===== config.mk =====
export PLATFORM = sky130hd
export DESIGN_NAME = stage_ir_superscalar
export DESIGN_NICKNAME = d
export VERILOG_FILES = /design/src/rtl/stage_ir_superscalar_pkg.sv /design/src/rtl/stage_ir_superscalar_store_buffer.sv /design/src/rtl/stage_ir_superscalar.sv
export SDC_FILE = /design/constraint.sdc
export NUM_CORES = 1
export LEC_CHECK = 0
export BUFFER_PORTS_ARGS = -buffer_cell sky130_fd_sc_hd__buf_4
export CORE_ASPECT_RATIO = 0.7
export CORE_UTILIZATION = 30
export CTS_BUF_LIST = sky130_fd_sc_hd__clkbuf_2 sky130_fd_sc_hd__clkbuf_4 sky130_fd_sc_hd__clkbuf_8
export CTS_CLUSTER_DIAMETER = 50
export DETAILED_ROUTE_END_ITERATION = 7
export GPL_TIMING_DRIVEN = 0
export PLACE_DENSITY = 0.53
export SYNTH_ARGS = -nofsm -noshare
export SYNTH_HDL_FRONTEND = slang
export SYNTH_HIERARCHICAL = 1
export SYNTH_SLANG_ARGS = --single-unit

===== constraint.sdc =====
create_clock -name clock -period 9.4 [get_ports clock]
set_input_delay 0.94 -clock clock [delete_from_list [all_inputs] [get_ports clock]]
set_output_delay 0.94 -clock clock [all_outputs]
set_load 0.02 [all_outputs]

===== src/rtl/stage_ir_superscalar_pkg.sv =====
// Shared types for the in-order retire stage:
// ROB head packets, writeback packets and store buffer entries.
package stage_ir_superscalar_pkg;

    localparam int XLEN     = 32;
    localparam int PRF_SIZE = 64;
    localparam int TAG_W    = $clog2(PRF_SIZE);
    localparam int REG_W    = 5;

    localparam logic [REG_W-1:0] ZERO_REG = '0;

    typedef enum logic [1:0] {
        BUS_NONE  = 2'h0,
        BUS_LOAD  = 2'h1,
        BUS_STORE = 2'h2
    } BUS_COMMAND;

    typedef enum logic [1:0] {
        BYTE   = 2'h0,
        HALF   = 2'h1,
        WORD   = 2'h2,
        DOUBLE = 2'h3
    } MEM_SIZE;

    typedef enum logic [3:0] {
        NO_ERROR          = 4'h0,
        HALTED_ON_WFI     = 4'h1,
        LOAD_ACCESS_FAULT = 4'h2,
        ILLEGAL_INST      = 4'h3
    } EXCEPTION_CODE;

    typedef struct packed {
        logic             retire_en;
        logic [TAG_W-1:0] retire_t;
        logic [TAG_W-1:0] retire_t_old;
        logic [REG_W-1:0] dest_reg_idx;
        logic             is_store;
        logic             is_halt;
        logic             take_branch;
        logic [XLEN-1:0]  result;
        logic [XLEN-1:0]  rs2_value;
        logic [2:0]       funct3;
        logic [XLEN-1:0]  NPC;
    } ROB_IR_PACKET;

    typedef struct packed {
        logic [TAG_W-1:0] retire_t;
        logic [TAG_W-1:0] retire_t_old;
        logic             retire_en;
    } IR_TAG_PACKET;

    typedef IR_TAG_PACKET IR_FL_PACKET;
    typedef IR_TAG_PACKET IR_MT_PACKET;

    typedef struct packed {
        logic             wr_en;
        logic [REG_W-1:0] wr_idx;
        logic [XLEN-1:0]  wr_data;
        logic [XLEN-1:0]  NPC;
    } IR_PIPELINE_PACKET;

    typedef struct packed {
        logic [XLEN-1:0] addr;
        logic [XLEN-1:0] data;
        MEM_SIZE         size;
    } SB_ENTRY;

endpackage


===== src/rtl/stage_ir_superscalar_store_buffer.sv =====
// Retired-store FIFO: several in-order pushes per cycle,
// one pop per cycle, head reads zero while empty.
module retire_store_buffer
    import stage_ir_superscalar_pkg::*;
#(
    parameter int DEPTH  = 4,
    parameter int PUSH_W = 2
) (
    input  logic                       clock,
    input  logic                       reset_n,
    input  logic                       push_valid [PUSH_W],
    input  SB_ENTRY                    push_entry [PUSH_W],
    input  logic                       pop,
    output SB_ENTRY                    head,
    output logic [$clog2(DEPTH+1)-1:0] count
);

    localparam int PW = $clog2(DEPTH);
    localparam int CW = $clog2(DEPTH+1);

    SB_ENTRY       mem [DEPTH];
    logic [PW-1:0] wr_ptr;
    logic [PW-1:0] rd_ptr;
    logic [PW-1:0] slot_idx [PUSH_W];
    logic [CW-1:0] push_n;
    logic          pop_q;
    int            n;

    // compact valid pushes into consecutive slots after the tail
    always_comb begin
        n = 0;
        for (int i = 0; i < PUSH_W; i++) begin
            slot_idx[i] = wr_ptr + PW'(n);
            if (push_valid[i]) n = n + 1;
        end
        push_n = CW'(n);
        pop_q  = pop && (count != '0);
        head   = (count != '0) ? mem[rd_ptr] : '0;
    end

    // pointers and occupancy
    always_ff @(posedge clock or negedge reset_n) begin
        if (!reset_n) begin
            wr_ptr <= '0;
            rd_ptr <= '0;
            count  <= '0;
        end else begin
            wr_ptr <= wr_ptr + PW'(push_n);
            rd_ptr <= rd_ptr + PW'(pop_q);
            count  <= count + push_n - CW'(pop_q);
        end
    end

    // entry storage; validity is tracked by count alone
    always_ff @(posedge clock) begin
        for (int i = 0; i < PUSH_W; i++) begin
            if (push_valid[i]) mem[slot_idx[i]] <= push_entry[i];
        end
    end

endmodule


===== src/rtl/stage_ir_superscalar.sv =====
// Superscalar in-order retire: commits the ROB head, updates
// free list / map table, and buffers retired stores for Dmem.
module stage_ir_superscalar
    import stage_ir_superscalar_pkg::*;
#(
    parameter int RETIRE_WIDTH = 2,
    parameter int SB_DEPTH     = 4
) (
    input  logic                              clock,
    input  logic                              reset_n,
    input  ROB_IR_PACKET                      rob_ir_packet [RETIRE_WIDTH],
    input  logic [XLEN-1:0]                   prf_read_out [RETIRE_WIDTH],
    input  logic                              dmem_store_grant,
    output logic [$clog2(RETIRE_WIDTH+1)-1:0] retire_count,
    output logic [TAG_W-1:0]                  prf_read_tag [RETIRE_WIDTH],
    output IR_FL_PACKET                       ir_fl_packet [RETIRE_WIDTH],
    output IR_MT_PACKET                       ir_mt_packet [RETIRE_WIDTH],
    output IR_PIPELINE_PACKET                 pipe_packet [RETIRE_WIDTH],
    output logic [3:0]                        completed_insts,
    output EXCEPTION_CODE                     error_status,
    output logic                              interrupt,
    output logic [XLEN-1:0]                   branch_target,
    output BUS_COMMAND                        store2Dmem_command,
    output MEM_SIZE                           store2Dmem_size,
    output logic [XLEN-1:0]                   store2Dmem_addr,
    output logic [XLEN-1:0]                   store2Dmem_data,
    output logic [$clog2(SB_DEPTH+1)-1:0]     sb_count
);

    localparam int RCW = $clog2(RETIRE_WIDTH+1);

    logic    accepted   [RETIRE_WIDTH];
    logic    push_valid [RETIRE_WIDTH];
    SB_ENTRY push_entry [RETIRE_WIDTH];
    SB_ENTRY head;
    logic    pop;
    logic    stop;
    logic    wr;
    logic    unused_funct3;
    int      n_st;
    int      n_ret;
    int      free;

    // in-order slot scan; stalls on full buffer, halts and branches
    always_comb begin
        stop          = 1'b0;
        n_st          = 0;
        n_ret         = 0;
        free          = SB_DEPTH - int'(sb_count);
        interrupt     = 1'b0;
        branch_target = '0;
        error_status  = NO_ERROR;
        unused_funct3 = 1'b0;
        wr            = 1'b0;
        for (int i = 0; i < RETIRE_WIDTH; i++) begin
            accepted[i]     = 1'b0;
            prf_read_tag[i] = rob_ir_packet[i].retire_t;
            unused_funct3   = unused_funct3 ^ rob_ir_packet[i].funct3[2];
            if (!stop) begin
                if (!rob_ir_packet[i].retire_en) begin
                    stop = 1'b1;
                end else if (rob_ir_packet[i].is_store && n_st >= free) begin
                    stop = 1'b1;
                end else if (rob_ir_packet[i].is_halt &&
                             (sb_count != '0 || n_st != 0)) begin
                    stop = 1'b1;
                end else begin
                    accepted[i] = 1'b1;
                    n_ret       = n_ret + 1;
                    if (rob_ir_packet[i].is_store) n_st = n_st + 1;
                    if (rob_ir_packet[i].take_branch) begin
                        interrupt     = 1'b1;
                        branch_target = rob_ir_packet[i].result;
                        stop          = 1'b1;
                    end
                    if (rob_ir_packet[i].is_halt) begin
                        error_status = HALTED_ON_WFI;
                        stop         = 1'b1;
                    end
                end
            end
            wr = accepted[i] && (rob_ir_packet[i].dest_reg_idx != ZERO_REG);
            ir_fl_packet[i] = '0;
            pipe_packet[i]  = '0;
            if (accepted[i]) begin
                ir_fl_packet[i].retire_t     = rob_ir_packet[i].retire_t;
                ir_fl_packet[i].retire_t_old = rob_ir_packet[i].retire_t_old;
                ir_fl_packet[i].retire_en    = wr;
                pipe_packet[i].wr_en         = wr;
                pipe_packet[i].wr_idx        = rob_ir_packet[i].dest_reg_idx;
                pipe_packet[i].wr_data       = prf_read_out[i];
                pipe_packet[i].NPC           = rob_ir_packet[i].NPC;
            end
            ir_mt_packet[i]     = ir_fl_packet[i];
            push_valid[i]       = accepted[i] && rob_ir_packet[i].is_store;
            push_entry[i].addr  = rob_ir_packet[i].result;
            push_entry[i].data  = rob_ir_packet[i].rs2_value;
            push_entry[i].size  = MEM_SIZE'(rob_ir_packet[i].funct3[1:0]);
        end
        retire_count    = RCW'(n_ret);
        completed_insts = 4'(retire_count);
    end

    // Dmem store port driven from the buffer head
    always_comb begin
        store2Dmem_command = (sb_count != '0) ? BUS_STORE : BUS_NONE;
        store2Dmem_size    = head.size;
        store2Dmem_addr    = head.addr;
        store2Dmem_data    = head.data;
        pop = (store2Dmem_command == BUS_STORE) && dmem_store_grant;
    end

    retire_store_buffer #(
        .DEPTH  (SB_DEPTH),
        .PUSH_W (RETIRE_WIDTH)
    ) u_sb (
        .clock      (clock),
        .reset_n    (reset_n),
        .push_valid (push_valid),
        .push_entry (push_entry),
        .pop        (pop),
        .head       (head),
        .count      (sb_count)
    );

endmodule

== Word-level counts from Yosys, hierarchy flattened ==
Memories as Yosys holds them, arrays and structs flattened.
Cells that the tools add are included.

* Flip-flop bits (word level): 7
* Latch bits: 0
* Memory bits (writable): 264
* Bits in read-only memories: 0
* Output and inout port bits: 318
* Word-level logic and storage cells: 91
* Memories: 1

* Add/sub/neg operators: 8
* Multipliers: 0
* Div/mod/pow operators: 0
* Order comparisons: 2
* Eq/ne operators: 1
* Shift operators: 0
* Multiplexer cells: 61
* Bitwise gates (word level): 0
* Reduce and logical (&&, ||, !) cells: 15

{| class="wikitable"
|+ Memories
! name !! words !! width !! rd ports !! clocked after Yosys merged registers in !! write ports !! line !! source
|-
| u_sb.mem || 4 || 66 || 1 || 0 || 2 || stage_ir_superscalar_store_buffer.sv:21 || <nowiki>SB_ENTRY mem [DEPTH];</nowiki>
|}

{| class="wikitable"
|+ Operators by type and width
! operator !! number
|-
| $mux W32 || 9
|-
| $mux W70 || 2
|-
| $mux W66 || 1
|-
| $mux W1 || 35
|-
| $reduce_bool A32 Y1 || 1
|-
| $mux W13 || 2
|-
| $mux W4 || 6
|-
| $logic_and A1 B1 Y1 || 10
|-
| $mux W2 || 5
|-
| $reduce_bool A5 Y1 || 2
|-
| $add A1 B1 Y2 const B || 2
|-
| $add A2 B1 Y2 || 2
|-
| $ge A1 B4 Y1 const A || 1
|-
| $ge A2 B4 Y1 || 1
|-
| $sub A3 B3 Y4 const A || 1
|-
| $add A3 B3 Y3 || 1
|-
| $mux W3 || 1
|-
| $reduce_bool A3 Y1 || 1
|-
| $sub A3 B1 Y3 || 1
|-
| $add A2 B2 Y2 || 1
|-
| $eq A2 B2 Y1 const B || 1
|-
| $logic_or A1 B1 Y1 || 1
|}

== Depth between registers and ports, before layout ==
Gate-level depths: netlist of the first run.

* Word-level depth: 16
* Depth in mapped cells: 22
* Depth with buffers taken out: 19

== By module ==
The synthesis of the first run kept the hierarchy.

{| class="wikitable"
|+ Modules (own cells, without submodules)
! module !! times used !! cells an instance !! area an instance (µm²) !! sequential area each (µm²)
|-
| retire_store_buffer || 1 || 752 || 13601.8 || 8102.8
|-
| stage_ir_superscalar || 1 || 328 || 2511.2 || 0.0
|}

== Worst setup path before layout of the first run ==
No wires, ideal clock.

* Path kind: register -> register
* Start point: reg u_sb.count[0]
* End point: mem u_sb/mem[3][0] (netlist bit), enable pin
* Setup time: 0.513 ns
* Arrival time: 6.554 ns
* Required time: 8.887 ns
* Slack: 2.333 ns
* Cell stages (with the launch flop): 18
* Buffers on the path: 3
* Period minus slack after synthesis: 7.067 ns
* Path through: dfrtp_1 > inv_1 > ha_1 > ha_1 > nand2_1 > nand4_1 > nor2_1 > inv_1 > ha_1 > nor2b_1 > nor3_1 > or4b_1 > clkbuf_1 > buf_6 > buf_6 > nor3_1 > nand2_1 > o22ai_1

{| class="wikitable"
|+ RTL lines
! element !! line !! source
|-
| start, declared || stage_ir_superscalar_store_buffer.sv:15 || <nowiki>output logic [$clog2(DEPTH+1)-1:0] count</nowiki>
|-
| start signal, assigned || stage_ir_superscalar_store_buffer.sv:50 || <nowiki>count <= count + push_n - CW'(pop_q);</nowiki>
|-
| end, declared || stage_ir_superscalar_store_buffer.sv:21 ||
|}

==> results of run 1 <==
sequential cells by signal, summed over array words and instances, names as in the netlist:
signal	flops
u_sb/mem	264
u_sb/count	3
u_sb/rd_ptr	2
u_sb/wr_ptr	2
cell usage after synthesis, types with 2 or more instances:
cell type  instances
nor3b_2           37
a32o_1            31
clkbuf_1          35
inv_1             12
dfrtp_1            7
and2_1           150
nor2_1             5
nor2b_1            3
o21ai_0            2
xnor2_1            8
nand3_1            2
or4_1              2
mux4_2            66
nand2_1            7
edfxtp_1         264
nor3b_1           44
ha_1               9
nor3_1             2
and3_1             2
mux2_2           235
mux2_4            30
buf_1             12
buf_4             51
buf_6              9
buf_2             32
per-layer routing:
metal  global-route usage  vias to the layer above  wire length [um]
met2                0.326                      452             26800
li1                     -                     5467                 -
met5                    0                        -               106
met3               0.0774                       84              5570
met4               0.0527                       18              1390
met1                0.320                     6004             29300
cell usage in the layout, fill, tap and decap left out, drive strengths merged, types with 2 or more instances in the layout:
cell,n
a32o,31
edfxtp,264
clkinv,9
nor3,3
clkinvlp,3
nor3b,81
o211ai,2
o21ai,3
inv,12
nor2b,3
conb,6
mux4,66
xnor2,8
dfrtp,7
and3,2
clkbuf,90
or4,2
mux2,265
nand2,7
ha,9
buf,731
and2,150
nor2,5
nand3,2
diode,12
final cells by class:
| type | instances | share of cell area |
|---|---|---|
| Timing Repair Buffer | 627 | 0.213 |
| Multi-Input combinational cell | 663 | 0.317 |
| Clock buffer | 55 | 0.0305 |
| Inverter | 12 | 0.00198 |
| Clock inverter | 13 | 0.00391 |
| Tap cell | 720 | 0.0396 |
| Buffer | 139 | 0.0361 |
| Sequential cell | 271 | 0.356 |
| Antenna cell | 12 | 0.00132 |
logic make-up (layout without fill, tap and decap cells):
kind of cell             after synthesis  after routing
AO/OA/AOI/OAI                         44             44
AND/OR/NAND/NOR                      264            264
XOR/XNOR                               8              8
buffers and inverters                151            846
adder cells (fa/ha/maj)               10             10
multiplexers                         331            331
flip-flops                           271            271
other                                  1             18
worst min-delay path by stage:
stage	startpoint	to	slack, ns	depth (start not counted)
CTS	reset_n	u_sb/wr_ptr[1]	0.14	1
detailed placement	u_sb/wr_ptr[1]	u_sb/wr_ptr[1]	0.53	1
finish	reset_n	u_sb/rd_ptr[0]	0.19	1
global placement	u_sb/wr_ptr[1]	u_sb/wr_ptr[1]	0.53	1
floorplan	u_sb/wr_ptr[1]	u_sb/wr_ptr[1]	0.50	1
global route	reset_n	u_sb/count[2]	0.15	1
power groups by stage:
| stage | sequential [mW] | clock [mW] | combinational [mW] |
|---|---|---|---|
| floorplan | 1.51 | 0 | 1.29 |
| global placement | 1.52 | 0 | 2.24 |
| detailed placement | 1.50 | 0 | 2.27 |
| CTS | 1.47 | 1.00 | 2.28 |
| global route | 1.48 | 1.05 | 2.39 |
| finish | 1.47 | 0.969 | 2.25 |
critical path: cells and delay by family (launching register included):
| kind | cells | cell delay [ns] |
|---|---|---|
| buffers and inverters | 9 | 1.91 |
| adder cells (fa/ha/maj) | 3 | 0.83 |
| flip-flops | 1 | 0.49 |
| AND/OR/NAND/NOR | 8 | 2.01 |
| AO/OA/AOI/OAI | 1 | 0.39 |
stage by stage:
step                      hold WS, ns  TNS, ns  worst slack (ns)
after floorplan                 0.496        0              2.33
after global placement          0.528  -404.47             -2.38
after detailed placement        0.535        0              3.32
after CTS                       0.141        0              3.27
after global routing            0.148        0              2.97
final                           0.191        0              3.40
==> results_dict.tcl, run 1 <==
set metrics [dict create \
    vias_per_cell 4.79 \
    critPathMaxFanout 24 \
    p_switching_mw 1.74 \
    clkLatencyLatePin_ns 0.56 \
    coreArea_sq_um 52600 \
    finalPower_mw 4.69 \
    status "finished, final reports clean" \
    synth_compound_area_frac 0.0268 \
    drt-initial-drc-count 740 \
    grtUsageTotal 0.225 \
    synth_xor_xnor_area_share 0.00435 \
    syn-instance-count 1080 \
    routedWlPerCell_um 25.2 \
    drc 0 \
    synth_top_family_by_area "multiplexers" \
    fin_util 0.432 \
    rsz0062_at_grt "no" \
    cts_setup_buffers 0 \
    gp_congestion 0.965 \
    ir_drop_v 0.000120 \
    hold_buffers 0 \
    firstDrtPassIters 5 \
    cp_cell_sequence "inv_1 -> ha_1 -> ha_1 -> nand2_1 -> nand4_1 -> nor2_1 -> inv_1 -> ha_1 -> nor2b_1 -> nor3_1 -> or4b_1 -> clkbuf_1 -> buf_6 -> buf_6 -> nor3_1 -> and3_1 -> clkbuf_1 -> buf_2 -> buf_4 -> o21bai_4 -> buf_12" \
    dp_hpwl_mm 49.8 \
    grt_pass1_wl_mm 89.0 \
    slowest_stage "or4b_1" \
    wl_mm 63.2 \
    yosys_warnings 6 \
    synthMuxAreaShare 0.284 \
    start_kind "register" \
    setup.worst_path.end "u_sb/mem[1][45]" \
    r2r-start "u_sb/count[0]" \
    fmax_mhz 167 \
    worstMarginPinSlew_ns 1.04 \
    yosysSeqAreaShare 0.503 \
    io_buffers 616 \
    pwr-share-seq 0.314 \
    synth_edf_count 264 \
    stdcell_area_sq_um 22700 \
    cp.required_ns 9.64 \
    start_util 0.306 \
    vias 12000 \
    r2r_end "u_sb/mem[1][45]" \
    cts_tree "done" \
    p_clk_frac 0.207 \
    synth_area_sq_um 16100 \
    cts_resized 0 \
    overflow 0 \
    r2r_slack_ns 3.40 \
    synth_flop_cell "edfxtp_1" \
    synth_cell_types 48 \
    io_pins 625 \
    nets 2075 \
    powerDensity_nw_per_um2 206 \
    slew_violations 0 \
    p_leak_nw 9.04 \
    ff2ff_path_depth 21 \
    cts_made_buffers 44 \
    grt_start_max_net_pins 25 \
    worst_path_largest_cell_delay_ns 0.50 \
    ys_seq_elements 271 \
    end_kind "register" \
    p_sw_frac 0.371 \
    synth_adder_area_share 0.00823 \
    path_clk_slew_ns 0.06 \
    synth_top_area_share 0.492 \
    worst-setup-path-type "register to register" \
    fin_crit_sh 0.638 \
    maxCapViolCount 0 \
    period_minus_slack_ns 6.00 \
    yosys.area.top_type "edfxtp_1" \
    async_reset_ff_frac 0.0258 \
    placed_area_sq_um 21900 \
    syn_to_final_growth_pct 41.2 \
    grt_pass1_vias 12300 \
    synth-simple-area-share 0.119 \
    synth_area_leaders "edfxtp_1 (49%), mux2_2 (16%), mux4_2 (9.2%)" \
    p_comb_frac 0.479 \
    multi_input_area_sq_um 7210 \
    finalSetupViolCount 0 \
    num-fill-cells 4908 \
    die_w_um 279 \
    dp.cells 2432 \
    seqCellArea_sq_um 8100 \
    clockBufferDepth 3 \
    cp.arrival_ns 6.24 \
    final_hold_viol_count 0 \
    dieArea_sq_um 54700 \
    min_path_type "input pin to async pin" \
    fin_worst_skew_ns 0.0112 \
    final_cells 2512 \
    drive_gt1_frac 0.650 \
    antenna_found_initial 28 \
    slew_headroom 0.306 \
    die_y_um 196 \
    cpMostUsedCell "ha_1" \
    cts_sinks 271 \
    crit_start "u_sb/count[0]" \
    final_antenna_net_count 0 \
    htree_levels 2 \
    rows 70 \
    avgSynthCellArea_sq_um 14.9 \
    root_buffer "clkbuf_8" \
    p_int_mw 2.95 \
]
Power figures use the tool's default switching activity.
==> run 2: changes to the inputs <==
PLACE_DENSITY = 0.55   (was 0.53)
clock period = 5.33 ns   (was 9.4 ns; I/O delays follow)
==> results_dict.tcl, run 2 (synthesized netlist as in run 1, its figures left out) <==
set metrics [dict create \
    slew_violations 0 \
    start_util 0.306 \
    final_antenna_net_count 0 \
    finalPower_mw 8.32 \
    clockBufferDepth 3 \
    syn_to_final_growth_pct 42.6 \
    r2r_end "u_sb/mem[2][18]" \
    min_path_type "input pin to register" \
    holdPathEnd "u_sb/mem[1][3]" \
    dieArea_sq_um 54700 \
    min_from "rob_ir_packet[156]" \
    period_minus_slack_ns 5.11 \
    fin_crit_sh 0.958 \
    gp_congestion 0.981 \
    grt_pass1_wl_mm 88.7 \
    wl_mm 63.4 \
    cp.arrival_ns 5.35 \
    fmax_mhz 196 \
    grt_pass1_vias 12200 \
    clkLatencyLatePin_ns 0.57 \
    ir_drop_v 0.000172 \
    final_hold_viol_count 0 \
    num-fill-cells 4946 \
    critPathMaxFanout 16 \
    firstDrtPassIters 7 \
    status "finished, final reports clean" \
    grtUsageTotal 0.224 \
    cts_tree "done" \
    io_buffers 616 \
    finalSetupViolCount 0 \
    fin_worst_skew_ns 0.0195 \
    holdPathStages 2 \
    worstMarginPinSlew_ns 1.17 \
    nets 2087 \
    r2r_slack_ns 0.22 \
    rows 70 \
    drive_gt1_frac 0.655 \
    largest_reg_flops 264 \
    final_common_cell "buf_4" \
    cts_sinks 271 \
    placed_area_sq_um 22000 \
    finalWorstSetupSlack_ns 0.222 \
    routedWlPerCell_um 25.1 \
    end_kind "register" \
    seqCellArea_sq_um 8110 \
    drc 0 \
    vias_per_cell 4.80 \
    grt_start_max_net_pins 25 \
    start_kind "register" \
    cp.required_ns 5.57 \
    tns_ns 0 \
    r2r-start "u_sb/count[0]" \
    drt-initial-drc-count 885 \
    path_clk_slew_ns 0.06 \
    dp_hpwl_mm 48.6 \
    slew_headroom 0.219 \
    powerDensity_nw_per_um2 362 \
    ff2ff_path_depth 22 \
    multi_input_area_sq_um 7230 \
    vias 12100 \
    pre_cts_ws_ns -0.891 \
    worst-setup-path-type "register to register" \
    antenna_found_initial 33 \
    p_leak_nw 9.15 \
    htree_levels 2 \
    fin_util 0.437 \
    die_w_um 279 \
    overflow 0 \
    die_y_um 196 \
    stdcell_area_sq_um 23000 \
    root_buffer "clkbuf_8" \
    coreArea_sq_um 52600 \
    io_pins 625 \
    maxCapViolCount 0 \
    cts_made_buffers 44 \
    final_cell_mix "buf_4 (673), edfxtp_1 (264), mux2_2 (235), and2_1 (150), mux4_2 (66)" \
]
run 2: cell count changes in the layout (fill, tap and decap cells not counted), moves of 2 or more:
cell        change
buf_6           +4
buf_2           -5
dfrtp_1         -2
buf_12          -2
dfrtp_2         +2
buf_16          +5
clkbuf_4        +7
buf_4           +6
clkinvlp_4      -2
run 2: area by class of cell:
type,count,share of cell area
inverter,12,0.00196
tap,720,0.0392
sequential,271,0.353
clock buffer,59,0.0315
buffer,137,0.0361
multi-input combinational,663,0.315
timing repair buffer,641,0.220
antenna,13,0.00142
clock inverter,11,0.00207
run 2: metal layers:
layer	wire length (um)	global-route usage	up-vias
met5	184	0	-
met4	1380	0.0497	30
met3	5950	0.0835	102
met2	26700	0.319	436
met1	29200	0.321	6072
li1	-	-	5494
run 2: how the worst max path moves through the flow:
stage / from / endpoint / slack, ns / cells after the start
floorplan: u_sb/count[0] / u_sb/mem[1][0] / 0.02 / 20
global placement: u_sb/count[0] / u_sb/mem[1][54] / -1.91 / 20
detailed placement: u_sb/count[0] / u_sb/mem[1][54] / -0.89 / 22
CTS: u_sb/count[0] / u_sb/mem[3][35] / 0.02 / 20
global route: u_sb/count[0] / u_sb/mem[2][18] / -0.01 / 22
finish: u_sb/count[0] / u_sb/mem[2][18] / 0.22 / 22
run 2: per-stage QoR:
stage,std cells,hold slack (ns)
floorplan,1085,0.237
global placement,2421,0.356
detailed placement,2433,0.360
CTS,2509,0.254
global route,2519,0.263
finish,2527,0.298
run 2: critical path, stage by stage (launching register included):
cell and delay [ns]:
dfrtp_2 0.43, inv_1 0.06, ha_1 0.22, ha_1 0.31, nand2_1 0.10, nand4_1 0.17, nor2_4 0.22, inv_1 0.06
ha_1 0.27, nor2b_1 0.12, nor3_1 0.09, or4b_1 0.51, clkbuf_1 0.21, buf_6 0.20, buf_6 0.16, nor3_4 0.24
or3b_1 0.37, clkbuf_1 0.18, buf_6 0.21, buf_6 0.19, o21ai_4 0.11, buf_12 0.16, buf_16 0.17
run 2: repair_timing:
item                                    in CTS  in global routing
hold buffers                                 1                  0
endpoints found under the setup margin     446                236
resized for setup                            7                  9
hold endpoints to repair                     7                  0
buffers inserted                             6                  4
gates cloned                                 0                  2
run 2: power by group:
part / switching, mW / internal, mW
Clock: 0.824 / 0.870
Sequential: 0.0733 / 2.52
Combinational: 2.22 / 1.82
==> run 3: changes to the inputs <==
SYNTH_HIERARCHICAL = unset   (was 1)
==> results_dict.tcl, run 3 <==
set metrics [dict create \
    status "finished, final reports clean" \
    pre_cts_ws_ns -1.32 \
    io_buffers 616 \
    worstMarginPinSlew_ns 1.03 \
    grt_pass1_vias 12300 \
    fmax_mhz 199 \
    overflow 0 \
    die_y_um 192 \
    slew_violations 0 \
    cts_made_buffers 47 \
    cts_sinks 271 \
    start_util 0.304 \
    slew_headroom 0.316 \
    wl_mm 65.4 \
    end_kind "output pin" \
    ys_seq_elements 271 \
    drt-initial-drc-count 856 \
    coreArea_sq_um 50800 \
    worst-setup-path-type "register to output pin" \
    dieArea_sq_um 52400 \
    fin_util 0.443 \
    grt_start_max_net_pins 22 \
    final_common_cell "buf_4" \
    synth_cell_types 35 \
    cts_tree "done" \
    die_w_um 273 \
    maxCapViolCount 0 \
    io_pins 625 \
    vias_per_cell 4.84 \
    largest_reg_flops 264 \
    stdcell_area_sq_um 22500 \
    cp.required_ns 4.80 \
    rows 69 \
    firstDrtPassIters 5 \
    min_path_type "input pin to register" \
    period_minus_slack_ns 5.03 \
    synth_edf_count 264 \
    yosys_warnings 0 \
    critPathMaxFanout 10 \
    async_reset_ff_frac 0.0258 \
    yosys-top-cells-count "mux2_2 (265), edfxtp_1 (264), and2_1 (231), mux4_2 (66), buf_4 (48)" \
    p_leak_nw 9.24 \
    syn-instance-count 1054 \
    finalWorstSetupSlack_ns 0.296 \
    placed_area_sq_um 21400 \
    yosys.area.top_type "edfxtp_1" \
    synth_top_area_share 0.513 \
    drive_gt1_frac 0.635 \
    clockBufferDepth 3 \
    fin_worst_skew_ns 0.0553 \
    powerDensity_nw_per_um2 392 \
    rsz0062_at_grt "no" \
    dp_hpwl_mm 51.5 \
    syn_to_final_growth_pct 45.6 \
    fin_crit_sh 0.944 \
    final_antenna_net_count 0 \
    drc 0 \
    final_cells 2468 \
    htree_levels 2 \
    gp_congestion 0.915 \
    yosysSeqAreaShare 0.524 \
    avgSynthCellArea_sq_um 14.7 \
    path_clk_slew_ns 0.07 \
    cp.arrival_ns 4.50 \
    root_buffer "clkbuf_8" \
    clkLatencyLatePin_ns 0.61 \
    yosysMostFrequentCell "mux2_2" \
    num-fill-cells 4783 \
    synth_area_sq_um 15500 \
    finalSetupViolCount 0 \
    nets 2065 \
    synth_area_leaders "edfxtp_1 (51%), mux2_2 (19%), mux4_2 (9.6%)" \
    fin_hold_ws_ns 0.245 \
    final_hold_viol_count 0 \
    antenna_found_initial 21 \
    final_cell_mix "buf_4 (671), mux2_2 (265), edfxtp_1 (264), and2_1 (231), mux4_2 (66)" \
    ir_drop_v 0.000182 \
    routedWlPerCell_um 26.5 \
    synth_flop_cell "edfxtp_1" \
    start_kind "register" \
    vias 11900 \
    grt_pass1_wl_mm 89.3 \
    grtUsageTotal 0.242 \
    dp.cells 2366 \
]
run 3: final cells by class:
type	instances	area (sq um)	area share
buffer	123	697	0.0310
tap	674	843	0.0375
multi-input combinational	654	6750	0.300
clock inverter	12	138	0.00612
sequential	271	8100	0.360
clock buffer	70	838	0.0373
timing repair buffer	638	5050	0.225
inverter	11	41.3	0.00183
antenna	15	37.5	0.00167
run 3: timing repair:
item,in CTS,in global routing
buffers inserted,3,1
endpoints found under the setup margin,667,256
hold buffers,1,0
pin swaps,1,1
endpoints found under the hold margin,7,0
resized for setup,18,10
gates cloned,0,0
run 3: through the flow:
stage / setup TNS (ns) / power (mW)
final: 0 / 8.83
after CTS: 0 / 8.90
after detailed placement: -523.28 / 6.81
after global routing: 0 / 9.23
after global placement: -1072.05 / 6.75
after floorplan: -14.93 / 4.95
run 3: kinds of logic (layout without fill, tap and decap cells):
family | count (synthesis) | in the layout | share of synthesized area
compound gates | 45 | 45 | 0.0249
mux | 331 | 331 | 0.289
xor+xnor | 6 | 6 | 0.00340
simple gates | 254 | 254 | 0.102
other cells | 1 | 21 | 0.000243
fa+ha+maj | 12 | 12 | 0.0102
buf+inv | 134 | 854 | 0.0456
flops | 271 | 271 | 0.524
run 3: report_power, final:
| part | internal [mW] | leakage (nW) | switching (mW) |
|---|---|---|---|
| registers | 2.56 | 2.47 | 0.0786 |
| clock network | 1.15 | 0.517 | 0.886 |
| logic | 1.87 | 6.26 | 2.29 |
run 3: final timing paths:
check                              startpoint         endpoint  slack (ns)  cells past startpoint
max                             u_sb.count[0]  ir_mt_packet[3]        0.30                     18
min                        rob_ir_packet[182]  u_sb.mem[2][29]        0.25                      2
max reg2reg                     u_sb.count[0]  u_sb.mem[0][34]        0.36                     20
min reg2reg                    u_sb.rd_ptr[0]   u_sb.rd_ptr[0]        0.58                      1
max in group asynchronous             reset_n   u_sb.wr_ptr[0]        4.86                      2
min in group asynchronous             reset_n    u_sb.count[2]        0.31                      2
run 3: critical path, cell delays in order, from the launching register on:
cell and delay, ns:
dfrtp_1 0.43, inv_1 0.09, ha_1 0.23, ha_1 0.30
nand2_1 0.17, a31oi_4 0.16, a21oi_4 0.18, clkbuf_4 0.28
nand2_2 0.16, ha_1 0.30, nor2b_1 0.14, nor3_2 0.09
a2111oi_4 0.25, buf_4 0.20, clkbuf_4 0.23, clkbuf_2 0.23
and2_1 0.21, buf_4 0.12, buf_4 0.12
run 3: layer usage:
layer | up-vias | wire length (um) | share of wire | track usage
li1 | 5348 | - | - | -
met1 | 6005 | 27200 | 0.42 | 0.307
met2 | 505 | 30800 | 0.47 | 0.379
met3 | 85 | 5720 | 0.087 | 0.0860
met4 | 2 | 1680 | 0.026 | 0.0898
met5 | - | 12 | 0.00018 | 0
